===== config.mk =====
export PLATFORM = sky130hd
export DESIGN_NAME = alu_result_stage
export DESIGN_NICKNAME = d
export VERILOG_FILES = /design/src/rtl/alu_pkg.sv /design/src/rtl/alu_flag_sel.sv /design/src/rtl/alu_result_stage.sv
export SDC_FILE = /design/constraint.sdc
export NUM_CORES = 1
export LEC_CHECK = 0
export ABC_CLOCK_PERIOD_IN_PS = 1800
export CAP_MARGIN = 5
export CORE_MARGIN = 4
export CORE_UTILIZATION = 38
export DETAILED_ROUTE_END_ITERATION = 6
export PLACE_DENSITY = 0.76
export SLEW_MARGIN = 20
export SYNTH_ARGS = -nofsm -noshare
export SYNTH_HDL_FRONTEND = slang
export SYNTH_SLANG_ARGS = --single-unit

===== constraint.sdc =====
create_clock -name clk -period 1.8 [get_ports clk]
set_input_delay 0.36 -clock clk [delete_from_list [all_inputs] [get_ports clk]]
set_output_delay 0.36 -clock clk [all_outputs]
set_load 0.1 [all_outputs]

===== src/rtl/alu_pkg.sv =====
// rtl/alu_pkg.sv - shared constants, entry struct and state encoding for the ALU result stage
package alu_pkg;

    // Default geometry; the entry struct is sized from these.
    localparam int ALU_N       = 4;
    localparam int ALU_NUM_OPS = 11;
    localparam int ALU_OP_W    = 4;

    // Operation codes
    localparam logic [ALU_OP_W-1:0] OP_ADD  = 4'd0;
    localparam logic [ALU_OP_W-1:0] OP_SUB  = 4'd1;
    localparam logic [ALU_OP_W-1:0] OP_AND  = 4'd2;
    localparam logic [ALU_OP_W-1:0] OP_OR   = 4'd3;
    localparam logic [ALU_OP_W-1:0] OP_NOTA = 4'd4;
    localparam logic [ALU_OP_W-1:0] OP_NOTB = 4'd5;
    localparam logic [ALU_OP_W-1:0] OP_XOR  = 4'd6;
    localparam logic [ALU_OP_W-1:0] OP_ASHL = 4'd7;
    localparam logic [ALU_OP_W-1:0] OP_ASHR = 4'd8;
    localparam logic [ALU_OP_W-1:0] OP_LSHL = 4'd9;
    localparam logic [ALU_OP_W-1:0] OP_LSHR = 4'd10;

    // Bit positions inside the 4-bit flag field {N, Z, C, V}
    localparam int FLAG_N = 3;
    localparam int FLAG_Z = 2;
    localparam int FLAG_C = 1;
    localparam int FLAG_V = 0;

    typedef struct packed {
        logic [ALU_N-1:0]    res;
        logic [3:0]          flags;
        logic                err;
        logic [ALU_OP_W-1:0] op;
    } alu_entry_t;

    // Occupancy of the main/skid pair
    typedef enum logic [1:0] {
        ST_EMPTY = 2'd0,
        ST_ONE   = 2'd1,
        ST_TWO   = 2'd2
    } stage_state_t;

endpackage


===== src/rtl/alu_flag_sel.sv =====
// rtl/alu_flag_sel.sv - combinational result select with N/Z/C/V and illegal-op generation
module alu_flag_sel
    import alu_pkg::*;
#(
    parameter int N       = ALU_N,
    parameter int NUM_OPS = ALU_NUM_OPS,
    parameter int OP_W    = ALU_OP_W
) (
    input  logic [OP_W-1:0]      operation,
    input  logic [NUM_OPS*N-1:0] results,
    input  logic [NUM_OPS-1:0]   carry_vec,
    input  logic [NUM_OPS-1:0]   ovf_vec,
    output alu_entry_t           entry
);

    logic [N-1:0] sel;
    logic         carry;
    logic         ovf;
    logic         legal;

    // Decode the op code against every legal slot; an unmatched code marks the entry illegal
    always_comb begin
        sel   = '0;
        carry = 1'b0;
        ovf   = 1'b0;
        legal = 1'b0;
        for (int k = 0; k < NUM_OPS; k++) begin
            if (operation == OP_W'(k)) begin
                sel   = results[k*N +: N];
                carry = carry_vec[k];
                ovf   = ovf_vec[k];
                legal = 1'b1;
            end
        end
    end

    // Build the entry; illegal codes deliver zero with only the Zero flag set
    always_comb begin
        entry    = '0;
        entry.op = operation;
        if (legal) begin
            entry.res           = sel;
            entry.flags[FLAG_N] = sel[N-1];
            entry.flags[FLAG_Z] = (sel == '0);
            entry.flags[FLAG_C] = carry;
            entry.flags[FLAG_V] = ovf;
            entry.err           = 1'b0;
        end else begin
            entry.res           = '0;
            entry.flags[FLAG_Z] = 1'b1;
            entry.err           = 1'b1;
        end
    end

endmodule


===== src/rtl/alu_result_stage.sv =====
// rtl/alu_result_stage.sv - registered ALU result stage with valid/ready and 2-entry skid buffer
module alu_result_stage
    import alu_pkg::*;
#(
    parameter int N       = ALU_N,
    parameter int NUM_OPS = ALU_NUM_OPS,
    parameter int OP_W    = ALU_OP_W
) (
    input  logic                 clk,
    input  logic                 rst,
    input  logic                 in_valid,
    output logic                 in_ready,
    input  logic [OP_W-1:0]      operation,
    input  logic [NUM_OPS*N-1:0] results,
    input  logic [NUM_OPS-1:0]   carry_vec,
    input  logic [NUM_OPS-1:0]   ovf_vec,
    output logic                 out_valid,
    input  logic                 out_ready,
    output logic [N-1:0]         out,
    output logic [3:0]           flags,
    output logic                 op_err,
    output logic [OP_W-1:0]      out_op
);

    stage_state_t state, state_next;
    alu_entry_t   cap;
    alu_entry_t   main_q;
    alu_entry_t   skid_q;
    logic         accept;
    logic         drain;
    logic         load_main;
    logic         load_skid;
    logic         move_skid;

    alu_flag_sel #(
        .N       (N),
        .NUM_OPS (NUM_OPS),
        .OP_W    (OP_W)
    ) u_flag_sel (
        .operation (operation),
        .results   (results),
        .carry_vec (carry_vec),
        .ovf_vec   (ovf_vec),
        .entry     (cap)
    );

    // Handshake qualifiers and occupancy transitions; in_ready depends on state and rst only
    always_comb begin
        state_next = state;
        in_ready   = 1'b0;
        out_valid  = 1'b0;
        load_main  = 1'b0;
        load_skid  = 1'b0;
        move_skid  = 1'b0;
        case (state)
            ST_EMPTY: begin
                in_ready  = !rst;
                out_valid = 1'b0;
            end
            ST_ONE: begin
                in_ready  = !rst;
                out_valid = 1'b1;
            end
            ST_TWO: begin
                in_ready  = 1'b0;
                out_valid = 1'b1;
            end
            default: begin
                in_ready  = 1'b0;
                out_valid = 1'b0;
            end
        endcase
        accept = in_valid && in_ready;
        drain  = out_valid && out_ready;
        case (state)
            ST_EMPTY: begin
                if (accept) begin
                    state_next = ST_ONE;
                    load_main  = 1'b1;
                end
            end
            ST_ONE: begin
                if (accept && drain) begin
                    load_main  = 1'b1;
                end else if (accept) begin
                    state_next = ST_TWO;
                    load_skid  = 1'b1;
                end else if (drain) begin
                    state_next = ST_EMPTY;
                end
            end
            ST_TWO: begin
                if (drain) begin
                    state_next = ST_ONE;
                    move_skid  = 1'b1;
                end
            end
            default: state_next = ST_EMPTY;
        endcase
    end

    // State and entry registers; reset discards both entries regardless of handshakes
    always_ff @(posedge clk) begin
        if (rst) begin
            state  <= ST_EMPTY;
            main_q <= '0;
            skid_q <= '0;
        end else begin
            state <= state_next;
            if (load_main) begin
                main_q <= cap;
            end else if (move_skid) begin
                main_q <= skid_q;
            end
            if (load_skid) begin
                skid_q <= cap;
            end
        end
    end

    assign out    = main_q.res;
    assign flags  = main_q.flags;
    assign op_err = main_q.err;
    assign out_op = main_q.op;

endmodule


== Word-level counts from Yosys, hierarchy flattened ==
Cells that the tools add are included.

* Logic and storage cells: 102
* Bits in writable memories: 0
* Flip-flop bits (word level): 28
* Latch bits: 0
* Bits of input ports: 74
* Memories: 0
* Output and inout bits: 15
* Bits in read-only memories: 0

* Bitwise gates (word level): 0
* Order comparisons: 0
* $add $sub $neg: 0
* Div/mod/pow operators: 0
* Equality and inequality tests: 16
* Multiplexer cells: 66
* Reductions and logical operators: 11
* Multiply operators: 0
* Shift-type cells: 0

{| class="wikitable"
|+ Operator list
! cell !! count
|-
| $mux 4 || 12
|-
| $mux 1 || 44
|-
| $mux 13 || 2
|-
| $eq 4x3->1 const B || 4
|-
| $eq 4x4->1 const B || 3
|-
| $mux 2 || 6
|-
| $eq 4x2->1 const B || 2
|-
| $logic_not 4->1 || 2
|-
| $ne 2x2->1 const B || 3
|-
| $pmux 2 s3 || 1
|-
| $eq 4x1->1 const B || 1
|-
| $reduce_and 4->1 || 1
|-
| $reduce_or 2->1 || 2
|-
| $logic_and 1x1->1 || 3
|-
| $ne 3x3->1 const B || 1
|-
| $eq 2x1->1 const B || 1
|-
| $eq 2x2->1 const B || 1
|-
| $logic_not 2->1 || 1
|-
| $pmux 1 s2 || 1
|-
| $reduce_bool 2->1 || 1
|-
| $logic_not 1->1 || 1
|}

== Depth between registers and ports, before layout ==
* Word-level depth: 15
* Gate-level depth with buffers: 9
* Depth with buffers taken out: 8

== Cells and area by module ==
Synthesis repeated with hierarchy kept, for this count alone.

* Cells, all modules: 241
* Area total of the unflattened synthesis: 1974.4 um^2

{| class="wikitable"
|+ Modules (own cells, without submodules)
! module !! sequential area each (um^2) !! instances !! area each (um^2) !! cells an instance
|-
| alu_result_stage || 560.5 || 1 || 1226.2 || 139
|-
| alu_flag_sel || 0.0 || 1 || 748.2 || 102
|}

== Worst setup path after synthesis ==
OpenSTA, ideal clock, no wires.

* Path type: register to register
* Start: register state[1]
* End: register state[1]
* Clock period less this slack: 2.456 ns
* Slack: -0.656 ns
* Stages on the path, launching flop included: 9
* Arrival: 2.385 ns
* Cells stage by stage: dfxtp_1 -> inv_1 -> ha_1 -> nand2_1 -> xnor2_1 -> a22oi_1 -> o21ai_0 -> or3_1 -> a21oi_1

* Longest elaborated chain between the ends: 7

{| class="wikitable"
|+ RTL lines
! what !! line !! RTL
|-
| from (decl) || alu_result_stage.sv:25 || <nowiki>stage_state_t state, state_next;</nowiki>
|-
| from (signal assigned) || alu_result_stage.sv:109 || <nowiki>state <= state_next;</nowiki>
|-
| $eq 2x2->1 or $eq 2x1->1 (tied branches) || alu_result_stage.sv:55 || <nowiki>case (state)</nowiki>
|-
| $reduce_or 2->1 (no source line) * || n/a ||
|-
| $mux 1 * || alu_result_stage.sv:55 ||
|-
| named net out_valid || alu_result_stage.sv:17 || <nowiki>output logic out_valid,</nowiki>
|-
| $logic_and 1x1->1 * || alu_result_stage.sv:74 || <nowiki>drain = out_valid && out_ready;</nowiki>
|-
| $logic_and 1x1->1 || alu_result_stage.sv:83 || <nowiki>if (accept && drain) begin</nowiki>
|-
| $ne 2x2->1 (no source line) || n/a ||
|-
| $reduce_and 4->1 (no source line) * || n/a ||
|}

The timed path passes the listed nets; every way through them passes the cells marked *. The select of a mux whose other input is x is not followed.
A chain may end at the register's enable or synchronous reset.

== Worst setup path after layout ==
* Start: input rst
* End: output in_ready

* Longest elaborated chain between the ends: 2

{| class="wikitable"
|+ RTL lines
! what !! line !! RTL
|-
| from (decl) || alu_result_stage.sv:10 || <nowiki>input logic rst,</nowiki>
|-
| $logic_not 1->1 || alu_result_stage.sv:57, alu_result_stage.sv:61 ||
|-
| $mux 1 || n/a ||
|-
| to (decl) || alu_result_stage.sv:12 || <nowiki>output logic in_ready,</nowiki>
|}

Every way passes these cells.

==> impl_metrics.csv <==
group,metric,value,unit
critical_path,critPathArrivalTime,1.41,ns
detailed_routing,viasPerCell,5.50,
place,hpwl,5380,um
critical_path,rr_endpoint,"state[1]",
pwr,pwr_density_cell,718,nW/um2
yosys,ys_warn_count,0,
yosys,synth_cell_types,55,
detailed_routing,drtIter0Drc,151,
place,place_ws,-0.625,ns
run_status,status,"completed",
detailed_routing,first_pass_iters,4,
detailed_routing,num_vias,2380,
cells_and_area,fin_util,72.0,%
cells_and_area,fin_nets,445,
yosys,synth_area_leader_cell,"dfxtp_1",
timing,finalSetupViolations,0,
critical_path,startpoint_type,"input pin",
run,maxCapViolCount,0,
cells_and_area,final_area,3510,um2
detailed_routing,drc,0,
cells_and_area,drive_gt1_share,27.9,%
pwr,finalPower,2.52,mW
yosys,syn_area,1960,um2
cells_and_area,final_cell_count_no_fill,433,
place,gp_congestion,0.863,
yosys,yosysSeqAreaShare,26.5,%
place,place_area,3310,um2
floorplanning,row_count,25,
clocking,clkSlewWorstSetupHoldPaths,0.09,ns
clocking,numCtsBuffers,3,
timing,max_slew_margin,78.4,%
clocking,clockBufferDepth,2,
min_path,hold_class,"reg -> reg",
yosys,synth_area_leaders,"dfxtp_1 (26%), a211oi_1 (5.7%), nand2_1 (5.2%)",
cells_and_area,syn_to_final_growth,78.9,%
critical_path,rr_worst_depth,8,
floorplanning,dieArea,6380,um2
critical_path,crit_fanout,25,
timing,finalCritPeriodShare,98.3,%
global_route,grt_max_degree,26,
min_path,min_from,"skid_q[1]",
timing,holdWs,0.467,ns
detailed_routing,finalWirelength,7050,um
global_route,antenna_found_initial,0,
timing,fin_skew,0.00234,ns
min_path,holdPathStages,2,
timing,setup_slack,0.0306,ns
critical_path,critPathRequiredTime,1.44,ns
yosys,postSynthAreaPerCell,8.02,um2
timing,fmax,0.565,GHz
clocking,cts_sinks,26,
global_route,grt_overflow_total,0,
yosys,synth_nets,323,
timing,finalCriticalPeriod,1.77,ns
floorplanning,die_h,79.9,um
clocking,cts_tree,"built",
floorplanning,die_w,79.9,um
floorplanning,io-pin-count,89,
floorplanning,start_util,40.3,%
critical_path,reg2reg_from,"state[1]",
yosys,synth_top_area_share,26.5,%
critical_path,crit_path_end_kind,"output pin",
clocking,h-tree-depth,1,
critical_path,crit_path_start,"rst",
detailed_routing,ant_nets,0,
global_route,grt_first_pass_wirelength,10900,um
clocking,cts_root_buffer,"clkbuf_8",
timing,worstMarginPinSlew,0.324,ns
global_route,grt_pass1_vias,2373,
min_path,min_to,"skid_q[1]",
clocking,clk_latency,0.27,ns
timing,finalMaxSlewViolations,0,
detailed_routing,wl_per_cell,16.3,um
critical_path,reg2reg_slack,0.09,ns
place,placed_cells,421,
critical_path,critPathKind,"in -> out",
pwr,peakVddDrop,0.610,mV
yosys,async_flop_share,0,%
timing,final_hold_viol_count,0,
cells_and_area,insertedDiodeCount,0,
timing,fin_setup_tns,0,ns
global_route,grt_util_all_layers,21.4,%
yosys,synth-edff-count,0,
floorplanning,fp.coreArea,4880,um2
yosys,ys_dominant_reg_cell,"dfxtp_1",
pwr,p_leak,1.46,nW
place,numPortBuffers,88,
yosys,syn-instance-count,245,
yosys,yosys_register_bits,26,
## timing repair
action	in CTS	in global routing
cloned	0	1
hold buffers	0	0
setup buffers	5	2
endpoints found under the setup margin	17	14
pin swaps	6	11
resized for setup	16	31
## logic make-up after synthesis
kind of cell	Yosys count	share of synthesized area, %
and+or+nand+nor	94	24.5
AOI/OAI and AO/OA	77	28.5
buffers and inverters	28	6.69
DFF	26	26.5
muxes	15	10.8
adders and majority gates	4	2.55
xor gates and xnor gates	1	0.446
## cell usage in the layout (no fill, tap or decap), types with 3 or more instances in the layout
cell	Yosys	routed
inv_1	6	3
a21oi_1	14	14
nand2_1	27	26
o21ai_0	11	9
dlymetal6s2s_1	0	8
or3_1	3	3
and3_1	6	6
mux4_2	2	3
a31oi_1	4	4
clkbuf_8	0	4
nand3_1	6	6
mux2i_1	10	10
nor2_1	24	21
dfxtp_1	26	24
a211oi_1	15	15
nand3b_1	3	3
o21a_1	3	3
buf_12	0	16
a21boi_0	4	4
a311oi_1	6	6
ha_1	4	3
clkdlybuf4s50_1	0	61
nor3_1	6	5
inv_2	0	3
buf_4	2	47
a22oi_1	3	3
nor2b_1	3	3
## flip-flops by register name, indices dropped and copies added (netlist names)
| signal | count |
|---|---|
| skid_q | 12 |
| out | 4 |
| out_op | 4 |
| flags | 3 |
| state | 2 |
| op_err | 1 |
## synth_stat cells (3+ instances only)
master / n
nand2_1: 27
or3_1: 3
a21oi_1: 14
a211oi_1: 15
dfxtp_1: 26
a311oi_1: 6
and2_1: 3
a21boi_0: 4
o21ai_0: 11
nand3b_1: 3
inv_1: 6
a221oi_1: 3
o21a_1: 3
nor2_1: 24
nor2b_1: 3
nor3_1: 6
buf_2: 3
mux2i_1: 10
and3_1: 6
ha_1: 4
clkbuf_1: 13
a22oi_1: 3
nand2b_1: 3
nand3_1: 6
a31oi_1: 4
## final cells by class
type | count | area [um2]
Multi-Input combinational cell | 191 | 1390
Sequential cell | 26 | 523
Tap cell | 67 | 83.8
Fill cell | 386 | 1370
Clock buffer | 4 | 55.1
Inverter | 7 | 26.3
Timing Repair Buffer | 138 | 1430
## layer usage
| metal | global-route usage (%) | part of all wire (%) | up-vias |
|---|---|---|---|
| met3 | 3.39 | 6.9 | 21 |
| li1 | - | - | 1144 |
| met1 | 25.1 | 41 | 1112 |
| met4 | 10.1 | 2.7 | 0 |
| met5 | 0 | 0 | - |
| met2 | 37.5 | 50 | 103 |
## how the worst max path moves through the flow
stage | slack [ns] | depth (start not counted) | end
2_1_floorplan | -0.1 | 8 | state[1]
3_3_place_gp | -0.56 | 8 | flags[2]
3_5_place_dp | -0.63 | 8 | flags[2]
5_1_grt | -0.03 | 7 | skid_q[7]
6_report | 0.03 | 5 | in_ready
4_1_cts | 0.002 | 7 | flags[2]
## critical path: stages
cell and delay [ns]:
clkdlybuf4s50_1 0.42, buf_4 0.17, buf_12 0.16, nor2_4 0.12, buf_12 0.18
## power breakdown
group / switching (mW) / total (mW) / internal (mW)
clock: 0.188 / 0.384 / 0.196
sequential: 0.0604 / 0.698 / 0.638
combinational: 0.776 / 1.44 / 0.663
No activity file was read; power rests on OpenSTA's default activity.
